[src/rtl/ahb_lite_dev_bridge.sv]
// ahb_lite_dev_bridge
//   AHB-Lite slave front end that turns bus transfers into a req/ack device
//   handshake. The device stalls the bus by delaying dev_ack. A watchdog turns
//   a device that never acks into a two-cycle ERROR response. Illegal
//   transfers (bad size, misaligned, out of range) get the same ERROR response
//   and never reach the device.
//
// Ports
//   HCLK, HRESET             clock, asynchronous active-high reset
//   HSEL/HADDR/HTRANS/HSIZE  AHB address phase (sampled when HREADY=1)
//   HWRITE/HWDATA/HREADY     AHB write flag, write data, bus ready
//   HREADYOUT/HRESP/HRDATA   AHB slave response
//   dev_req/dev_we/dev_addr  device request, direction, word address
//   dev_strb/dev_wdata       byte lanes and write data
//   dev_ack/dev_rdata        device completion pulse and read data
//   dbg_state                current FSM state encoding
//
// Device handshake: dev_req rises with dev_we/dev_addr/dev_strb valid and holds
// them stable until the cycle dev_ack=1 is sampled (request consumed, dev_rdata
// valid in that same cycle) or until the watchdog drops dev_req. dev_ack while
// dev_req=0 carries no meaning and is ignored.

module ahb_lite_dev_bridge #(
  parameter int ADDR_WIDTH = 8,
  parameter int WORD_LIMIT = 256,
  parameter int TIMEOUT    = 255,
  parameter int TO_WIDTH   = 8
) (
  input  logic                  HCLK,
  input  logic                  HRESET,
  input  logic                  HSEL,
  input  logic [31:0]           HADDR,
  input  logic [1:0]            HTRANS,
  input  logic [2:0]            HSIZE,
  input  logic                  HWRITE,
  input  logic [31:0]           HWDATA,
  input  logic                  HREADY,
  output logic                  HREADYOUT,
  output logic                  HRESP,
  output logic [31:0]           HRDATA,
  output logic                  dev_req,
  output logic                  dev_we,
  output logic [ADDR_WIDTH-1:0] dev_addr,
  output logic [3:0]            dev_strb,
  output logic [31:0]           dev_wdata,
  input  logic                  dev_ack,
  input  logic [31:0]           dev_rdata,
  output logic [2:0]            dbg_state
);

  typedef enum logic [2:0] {
    S_IDLE = 3'd0,
    S_REQ  = 3'd1,
    S_DONE = 3'd2,
    S_ERR1 = 3'd3,
    S_ERR2 = 3'd4
  } state_t;

  localparam logic [29:0]         LIMIT   = 30'(WORD_LIMIT);
  localparam bit                  WDOG_EN = (TIMEOUT != 0);
  localparam logic [TO_WIDTH-1:0] TO_LAST = TO_WIDTH'((TIMEOUT == 0) ? 0 : TIMEOUT - 1);

  state_t              state;
  logic [TO_WIDTH-1:0] to_cnt;

  logic                accept;
  logic                illegal;
  logic                bad_form;
  logic [29:0]         word_addr;
  logic [3:0]          strb_calc;
  logic                unused;

  // HTRANS[0] only separates NONSEQ from SEQ, which this slave treats alike.
  assign unused    = HTRANS[0];
  assign dbg_state = state;
  // Write data is not registered: the master holds HWDATA through the stalled
  // data phase, so the device sees it directly.
  assign dev_wdata = HWDATA;

  always_comb begin
    word_addr = HADDR[31:2];
    accept    = HSEL & HREADY & HTRANS[1];
    bad_form  = 1'b0;
    strb_calc = 4'b1111;
    case (HSIZE)
      3'd0: strb_calc = 4'b0001 << HADDR[1:0];
      3'd1: begin
        bad_form  = HADDR[0];
        strb_calc = 4'b0011 << HADDR[1:0];
      end
      3'd2:    bad_form = (HADDR[1:0] != 2'b00);
      default: bad_form = 1'b1;  // wider than a word
    endcase
    illegal = bad_form | (word_addr >= LIMIT);
  end

  // All bus and device outputs are registered alongside the state so they
  // always match the state they describe.
  always_ff @(posedge HCLK or posedge HRESET) begin
    if (HRESET) begin
      state     <= S_IDLE;
      HREADYOUT <= 1'b1;
      HRESP     <= 1'b0;
      HRDATA    <= '0;
      dev_req   <= 1'b0;
      dev_we    <= 1'b0;
      dev_addr  <= '0;
      dev_strb  <= '0;
      to_cnt    <= '0;
    end else begin
      case (state)
        // States in which HREADYOUT=1, so a new address phase can be taken;
        // accepting from DONE/ERR2 gives back-to-back transfers.
        S_IDLE, S_DONE, S_ERR2: begin
          if (accept && !illegal) begin
            state     <= S_REQ;
            HREADYOUT <= 1'b0;
            HRESP     <= 1'b0;
            dev_req   <= 1'b1;
            dev_we    <= HWRITE;
            dev_addr  <= HADDR[ADDR_WIDTH+1:2];
            dev_strb  <= strb_calc;
            to_cnt    <= '0;
          end else if (accept) begin
            state     <= S_ERR1;
            HREADYOUT <= 1'b0;
            HRESP     <= 1'b1;
          end else begin
            state     <= S_IDLE;
            HREADYOUT <= 1'b1;
            HRESP     <= 1'b0;
          end
        end
        S_REQ: begin
          to_cnt <= to_cnt + TO_WIDTH'(1);
          // An ack arriving on the expiry cycle still completes the transfer.
          if (dev_ack) begin
            state     <= S_DONE;
            HRDATA    <= dev_rdata;
            dev_req   <= 1'b0;
            HREADYOUT <= 1'b1;
          end else if (WDOG_EN && to_cnt == TO_LAST) begin
            state   <= S_ERR1;
            dev_req <= 1'b0;
            HRESP   <= 1'b1;
          end
        end
        S_ERR1: begin
          state     <= S_ERR2;
          HREADYOUT <= 1'b1;
          HRESP     <= 1'b1;
        end
        default: begin
          state     <= S_IDLE;
          HREADYOUT <= 1'b1;
          HRESP     <= 1'b0;
          dev_req   <= 1'b0;
        end
      endcase
    end
  end

endmodule

[config.mk]
export PLATFORM = sky130hd
export DESIGN_NAME = ahb_lite_dev_bridge
export DESIGN_NICKNAME = d
export VERILOG_FILES = /design/src/rtl/ahb_lite_dev_bridge.sv
export SDC_FILE = /design/constraint.sdc
export NUM_CORES = 1
export LEC_CHECK = 0
export ABC_AREA = 1
export ABC_CLOCK_PERIOD_IN_PS = 4100
export CAP_MARGIN = 20
export CORE_UTILIZATION = 41
export CTS_BUF_LIST = sky130_fd_sc_hd__clkbuf_4
export DETAILED_ROUTE_END_ITERATION = 7
export HOLD_SLACK_MARGIN = 0.06
export PLACE_DENSITY_LB_ADDON = 0.3
export SLEW_MARGIN = 40
export SYNTH_ARGS = -nofsm -noshare
export SYNTH_HDL_FRONTEND = slang
export SYNTH_SLANG_ARGS = --single-unit
export TNS_END_PERCENT = 10
[constraint.sdc]
create_clock -name HCLK -period 4.1 [get_ports HCLK]
set_input_delay 1.23 -clock HCLK [delete_from_list [all_inputs] [get_ports HCLK]]
set_output_delay 1.23 -clock HCLK [all_outputs]
set_load 0.02 [all_outputs]
==> results.json, run 1 <==
{
  "cts_tree": "yes",
  "cts.sinks": 59,
  "setup_tns_ns": 0,
  "clockPowerShare": 0.187,
  "syn_area_per_cell_sq_um": 10.2,
  "synth_area_sq_um": 2970,
  "finalHoldViolCount": 0,
  "wire_per_inst_um": 13.1,
  "total_power_mw": 2.07,
  "cts_root_buf": "clkbuf_4",
  "cts_buffers": 9,
  "dp.cells": 476,
  "period_minus_slack_ns": 2.77,
  "crit_chain": "clkdlybuf4s50_1",
  "seqPwrFrac": 0.410,
  "setup_ws_ns": 1.33,
  "wl_mm": 6.43,
  "post_cts_resized": 0,
  "first_pass_iters": 4,
  "synthXorXnorAreaFrac": 0,
  "relSlewSlack": 0.576,
  "via_per_inst": 4.70,
  "gp_congestion": 0.767,
  "p_leak_nw": 1.98,
  "holdBufCountCts": 0,
  "cpPeakStageDelay_ns": 0.61,
  "yosys_register_bits": 59,
  "io_buffers": 124,
  "grt_antenna_before_repair": 0,
  "cp_top_family": "buffers and inverters",
  "start_kind": "register",
  "switching_share": 0.315,
  "syn_nets": 400,
  "fp.dieW_um": 87.1,
  "die_area_sq_um": 7590,
  "finalCritPeriodShare": 0.675,
  "fmax_mhz": 361,
  "grt.overflow.total": 0,
  "hp-class": "reg -> reg",
  "area_delta_synth_final_pct": 41.0,
  "die_y_um": 87.1,
  "grt_pass1_vias": 2377,
  "critPathKind": "reg -> out",
  "grt_max_degree": 38,
  "netlist-cell-type-count": 26,
  "grt_pass1_wl_mm": 10.6,
  "path_buf_inv": 1,
  "post-dp-hpwl_mm": 4.91,
  "arrival_ns": 1.54,
  "std_cell_rows": 30,
  "initial_core_util": 0.430,
  "drc_errors": 0,
  "htree_levels": 3,
  "insertion_delay_ns": 0.39,
  "combPwrFrac": 0.403,
  "drv_slew": 0,
  "fin_worst_skew_ns": 0.00937,
  "setup_viol": 0,
  "synthMuxAreaShare": 0.158,
  "drive_above_1_share": 0.149,
  "synthSimpleGateAreaFrac": 0.160,
  "holdWs_ns": 0.474,
  "preCtsSetupSlack_ns": 0.948,
  "p_int_mw": 1.42,
  "worst_pin_slew_ns": 0.635,
  "postCtsSetupBuffers": 0,
  "final_cells": 492,
  "cpMaxStageDelayCell": "clkdlybuf4s50_1",
  "fp.coreArea_sq_um": 6910,
  "placed_cell_area_sq_um": 4060,
  "run_status": "complete, no violations",
  "p_sw_uw": 650,
  "required_ns": 2.87,
  "fill_cells": 628,
  "postLayoutCoreUtil": 0.607,
  "finalInstanceArea_sq_um": 4190,
  "crit_path_end_kind": "output pin",
  "synth_compound_gate_area_share": 0.0413,
  "yosys.area_share.adder": 0.00842,
  "p_per_area_nw_per_um2": 493,
  "drtIter0Drc": 66,
  "cts_max_path_buffers": 2,
  "critical_path.max_fanout": 2,
  "ant_nets": 0,
  "clk_pin_slew_worst_paths_ns": 0.09,
  "max-cap-violations": 0,
  "peakVddDrop_mv": 0.148,
  "num_io_pins": 190,
  "via_count": 2311,
  "yosysWarnings": 0,
  "rsz0062_at_grt": "false",
  "antenna_cells": 0,
  "yosysSeqAreaShare": 0.497,
  "grt_usage": 0.186,
  "nets": 500,
  "synth_top_family_by_area": "simple AND/OR/NAND/NOR gates",
  "synthCells": 291
}
==> power by group through the flow <==
stage	sequential [mW]	combinational (mW)	clock [mW]
after floorplan	1.01	0.328	0
after global placement	0.846	0.825	0
after detailed placement	0.857	0.837	0
after CTS	0.847	0.841	0.410
after global routing	0.869	0.891	0.444
final	0.846	0.832	0.387
==> flip-flops by register name (all words and copies together), names as in the netlist <==
name	flops
HRDATA	32
HREADYOUT	1
HRESP	1
dbg_state	3
dev_addr	8
dev_req	1
dev_strb	4
dev_we	1
to_cnt	8
==> cells in the final DEF, fill, tap and decap left out, drive strengths merged <==
cell type	count
clkdlybuf4s50	124
dfrtp	58
nand2	58
mux2	32
nor2	28
inv	25
nand3	19
o21ai	19
clkbuf	10
clkinv	6
a21oi	4
buf	3
nand4	2
ha	2
or2	2
dfstp	1
o211ai	1
nor3	1
bufinv	1
==> kinds of logic after synthesis <==
kind of cell | after synthesis
AO/OA/AOI/OAI | 24
adder cells (fa/ha/maj) | 2
buffers and inverters | 64
flip-flops | 59
multiplexers | 32
AND/OR/NAND/NOR | 110
==> final timing paths <==
path | from | end | slack [ns] | cells past startpoint
worst max-delay path | HREADYOUT | HREADYOUT | 1.33 | 1
worst min-delay path | dev_addr[7] | dev_addr[7] | 0.47 | 2
worst max register to register | dbg_state[0] | HRDATA[3] | 2.34 | 6
worst min register to register | dev_addr[7] | dev_addr[7] | 0.47 | 2
max in group asynchronous | HRESET | HRDATA[15] | 2.28 | 3
min in group asynchronous | HRESET | HRDATA[11] | 1.22 | 2
==> cells in the mapped netlist <==
master,number,area share
o211ai_1,1,0.0025
o21ai_0,15,0.025
or2_0,1,0.0021
inv_1,24,0.030
mux2_2,3,0.011
buf_2,1,0.0017
nand2_1,55,0.070
nor2_2,1,0.0021
buf_4,33,0.083
inv_2,1,0.0013
nand2_4,2,0.0076
nand2_2,1,0.0021
nand3_1,19,0.032
nand4_1,2,0.0042
dfstp_2,1,0.0088
a21oi_1,4,0.0067
o21ai_1,4,0.0067
dfrtp_1,58,0.49
nor3_1,1,0.0017
nor2_1,26,0.033
or2_2,1,0.0021
buf_6,4,0.015
nor2_4,1,0.0038
ha_1,2,0.0084
mux2_4,29,0.15
inv_6,1,0.0029
==> area by class of cell <==
| type | instances | area (sq um) | share of cell area |
|---|---|---|---|
| Sequential cell | 59 | 1480 | 0.353 |
| Timing Repair Buffer | 127 | 1260 | 0.302 |
| Multi-Input combinational cell | 168 | 1090 | 0.261 |
| Tap cell | 96 | 120 | 0.0287 |
| Inverter | 26 | 104 | 0.0248 |
| Clock buffer | 10 | 75.1 | 0.0179 |
| Clock inverter | 6 | 56.3 | 0.0134 |
==> per-layer routing <==
layer,wire length [um],up-vias,track usage,part of all wire
li1,-,1107,-,-
met1,2480,1083,0.202,0.39
met2,3180,115,0.319,0.49
met3,717,6,0.0900,0.11
met4,54,0,0.0626,0.0084
met5,0,-,0,0
(Power assumes the default switching activity.)
==> inputs of run 2 (changes only) <==
--- a/config.mk
+++ b/config.mk
@@ -6,9 +6,9 @@
 export NUM_CORES = 1
 export LEC_CHECK = 0
 export ABC_AREA = 1
-export ABC_CLOCK_PERIOD_IN_PS = 4100
+export ABC_CLOCK_PERIOD_IN_PS = 2800
 export CAP_MARGIN = 20
-export CORE_UTILIZATION = 41
+export CORE_UTILIZATION = 38
 export CTS_BUF_LIST = sky130_fd_sc_hd__clkbuf_4
 export DETAILED_ROUTE_END_ITERATION = 7
 export HOLD_SLACK_MARGIN = 0.06
==> constraint.sdc (replaced) <==
create_clock -name HCLK -period 2.8 [get_ports HCLK]
set_input_delay 0.84 -clock HCLK [delete_from_list [all_inputs] [get_ports HCLK]]
set_output_delay 0.84 -clock HCLK [all_outputs]
set_load 0.02 [all_outputs]
==> run 2 against run 1 <==
Worst hold slack gained 0.0047 ns. Clock skew rose by 0.0020 ns. Final area about the same. Clock power increased by 28%. Largest cell class unchanged. Highest routed layer unchanged. Flip-flop and latch count did not move. Critical path type unchanged. Die area up 7.7%.
==> results.json, run 2 (synthesis results as in run 1) <==
{
  "arrival_ns": 1.54,
  "fmax_mhz": 421,
  "gp_congestion": 0.737,
  "area_delta_synth_final_pct": 41.2,
  "regArea_sq_um": 1480,
  "run_status": "complete, no violations",
  "finalCritPeriodShare": 0.849,
  "wire_per_inst_um": 13.2,
  "layout_common_cells": "clkdlybuf4s50_1 (124), dfrtp_1 (58), nand2_1 (55), mux2_4 (29), nor2_1 (26)",
  "ant_nets": 0,
  "cpMaxStageDelayCell": "clkdlybuf4s50_1",
  "postCtsSetupBuffers": 0,
  "cts_root_buf": "clkbuf_4",
  "antenna_cells": 0,
  "required_ns": 1.96,
  "finalHoldViolCount": 0,
  "fp.dieW_um": 90.4,
  "grt_usage": 0.171,
  "initial_core_util": 0.401,
  "via_count": 2328,
  "peakVddDrop_mv": 0.182,
  "critical_path.max_fanout": 2,
  "first_pass_iters": 5,
  "cts_max_path_buffers": 2,
  "setup_tns_ns": 0,
  "drtIter0Drc": 91,
  "io_buffers": 124,
  "largest_register_ffs": 32,
  "placed_cell_area_sq_um": 4090,
  "post-dp-hpwl_mm": 4.72,
  "cpPeakStageDelay_ns": 0.61,
  "cts.sinks": 59,
  "grt.overflow.total": 0,
  "start_kind": "register",
  "fp.coreArea_sq_um": 7410,
  "period_minus_slack_ns": 2.38,
  "drv_slew": 0,
  "grt_max_degree": 60,
  "top_register": "HRDATA",
  "relSlewSlack": 0.722,
  "insertion_delay_ns": 0.39,
  "multi_input_area_sq_um": 1090,
  "die_y_um": 90.4,
  "htree_levels": 3,
  "grt_antenna_before_repair": 0,
  "cp_top_family": "buffers and inverters",
  "clk_pin_slew_worst_paths_ns": 0.10,
  "fin_worst_skew_ns": 0.0114,
  "p_per_area_nw_per_um2": 706,
  "die_area_sq_um": 8170,
  "grt_pass1_wl_mm": 11.0,
  "total_power_mw": 2.96,
  "via_per_inst": 4.70,
  "holdBufCountCts": 0,
  "cts_tree": "yes",
  "reg_top3": "HRDATA: 32 flops, dev_addr: 8 flops, to_cnt: 8 flops",
  "rsz0062_at_grt": "false",
  "finalInstanceArea_sq_um": 4190,
  "worst_pin_slew_ns": 0.415,
  "critPathKind": "reg -> out",
  "wl_mm": 6.53,
  "fill_cells": 653,
  "max-cap-violations": 0,
  "num_io_pins": 190,
  "path_buf_inv": 1,
  "grt_pass1_vias": 2321,
  "setup_viol": 0,
  "crit_path_end_kind": "output pin",
  "crit_chain": "clkdlybuf4s50_1",
  "drc_errors": 0,
  "std_cell_rows": 31,
  "hp-class": "reg -> reg",
  "final_common_cell": "clkdlybuf4s50_1",
  "drive_above_1_share": 0.152,
  "post_cts_resized": 0,
  "p_leak_nw": 1.98,
  "nets": 500,
  "cts_buffers": 9
}
## run 2: power by group
part / internal, mW / leakage [nW] / switching, mW / total (mW)
clock: 0.185 / 0.0673 / 0.311 / 0.496
sequential: 1.10 / 0.724 / 0.148 / 1.24
combinational: 0.705 / 1.19 / 0.517 / 1.22
total: 1.98 / 1.98 / 0.976 / 2.96
## run 2: worst paths after layout
kind	end	startpoint	slack, ns	cells past startpoint
setup / recovery	HREADYOUT	HREADYOUT	0.42	1
hold / removal	dev_addr[4]	dev_addr[4]	0.48	2
setup reg to reg	to_cnt[3]	dbg_state[2]	1.10	6
hold reg to reg	dev_addr[4]	dev_addr[4]	0.48	2
max in group asynchronous	HREADYOUT	HRESET	1.67	3
min in group asynchronous	HRDATA[26]	HRESET	0.81	3
## run 2: per-stage QoR
step / hold slack, ns / cells / utilization / setup WS (ns)
finish: 0.479 / 495 / 0.566 / 0.423
global route: 0.510 / 495 / 0.566 / 0.351
CTS: 0.484 / 495 / 0.566 / 0.388
detailed placement: 0.458 / 479 / 0.551 / 0.216
global placement: 0.452 / 479 / 0.551 / 0.263
floorplan: 0.498 / 291 / - / 0.505
## run 2: worst min-delay path, delay by kind of cell, from the launching register on
family | cells | cell delay, ns
flops | 1 | 0.36
simple gates | 2 | 0.10
## run 2: layout make-up
| cell class | instances | share of cell area |
|---|---|---|
| Sequential cell | 59 | 0.352 |
| Timing Repair Buffer | 127 | 0.307 |
| Multi-Input combinational cell | 168 | 0.261 |
| Tap cell | 99 | 0.0295 |
| Inverter | 26 | 0.0245 |
| Clock buffer | 10 | 0.0179 |
| Clock inverter | 6 | 0.00776 |
## run 2: routing by layer
| metal | track usage | vias up | part of all wire |
|---|---|---|---|
| li1 | - | 1110 | - |
| met1 | 0.213 | 1071 | 0.43 |
| met2 | 0.267 | 132 | 0.45 |
| met3 | 0.0614 | 15 | 0.096 |
| met4 | 0.0766 | 0 | 0.019 |
| met5 | 0 | - | 0 |
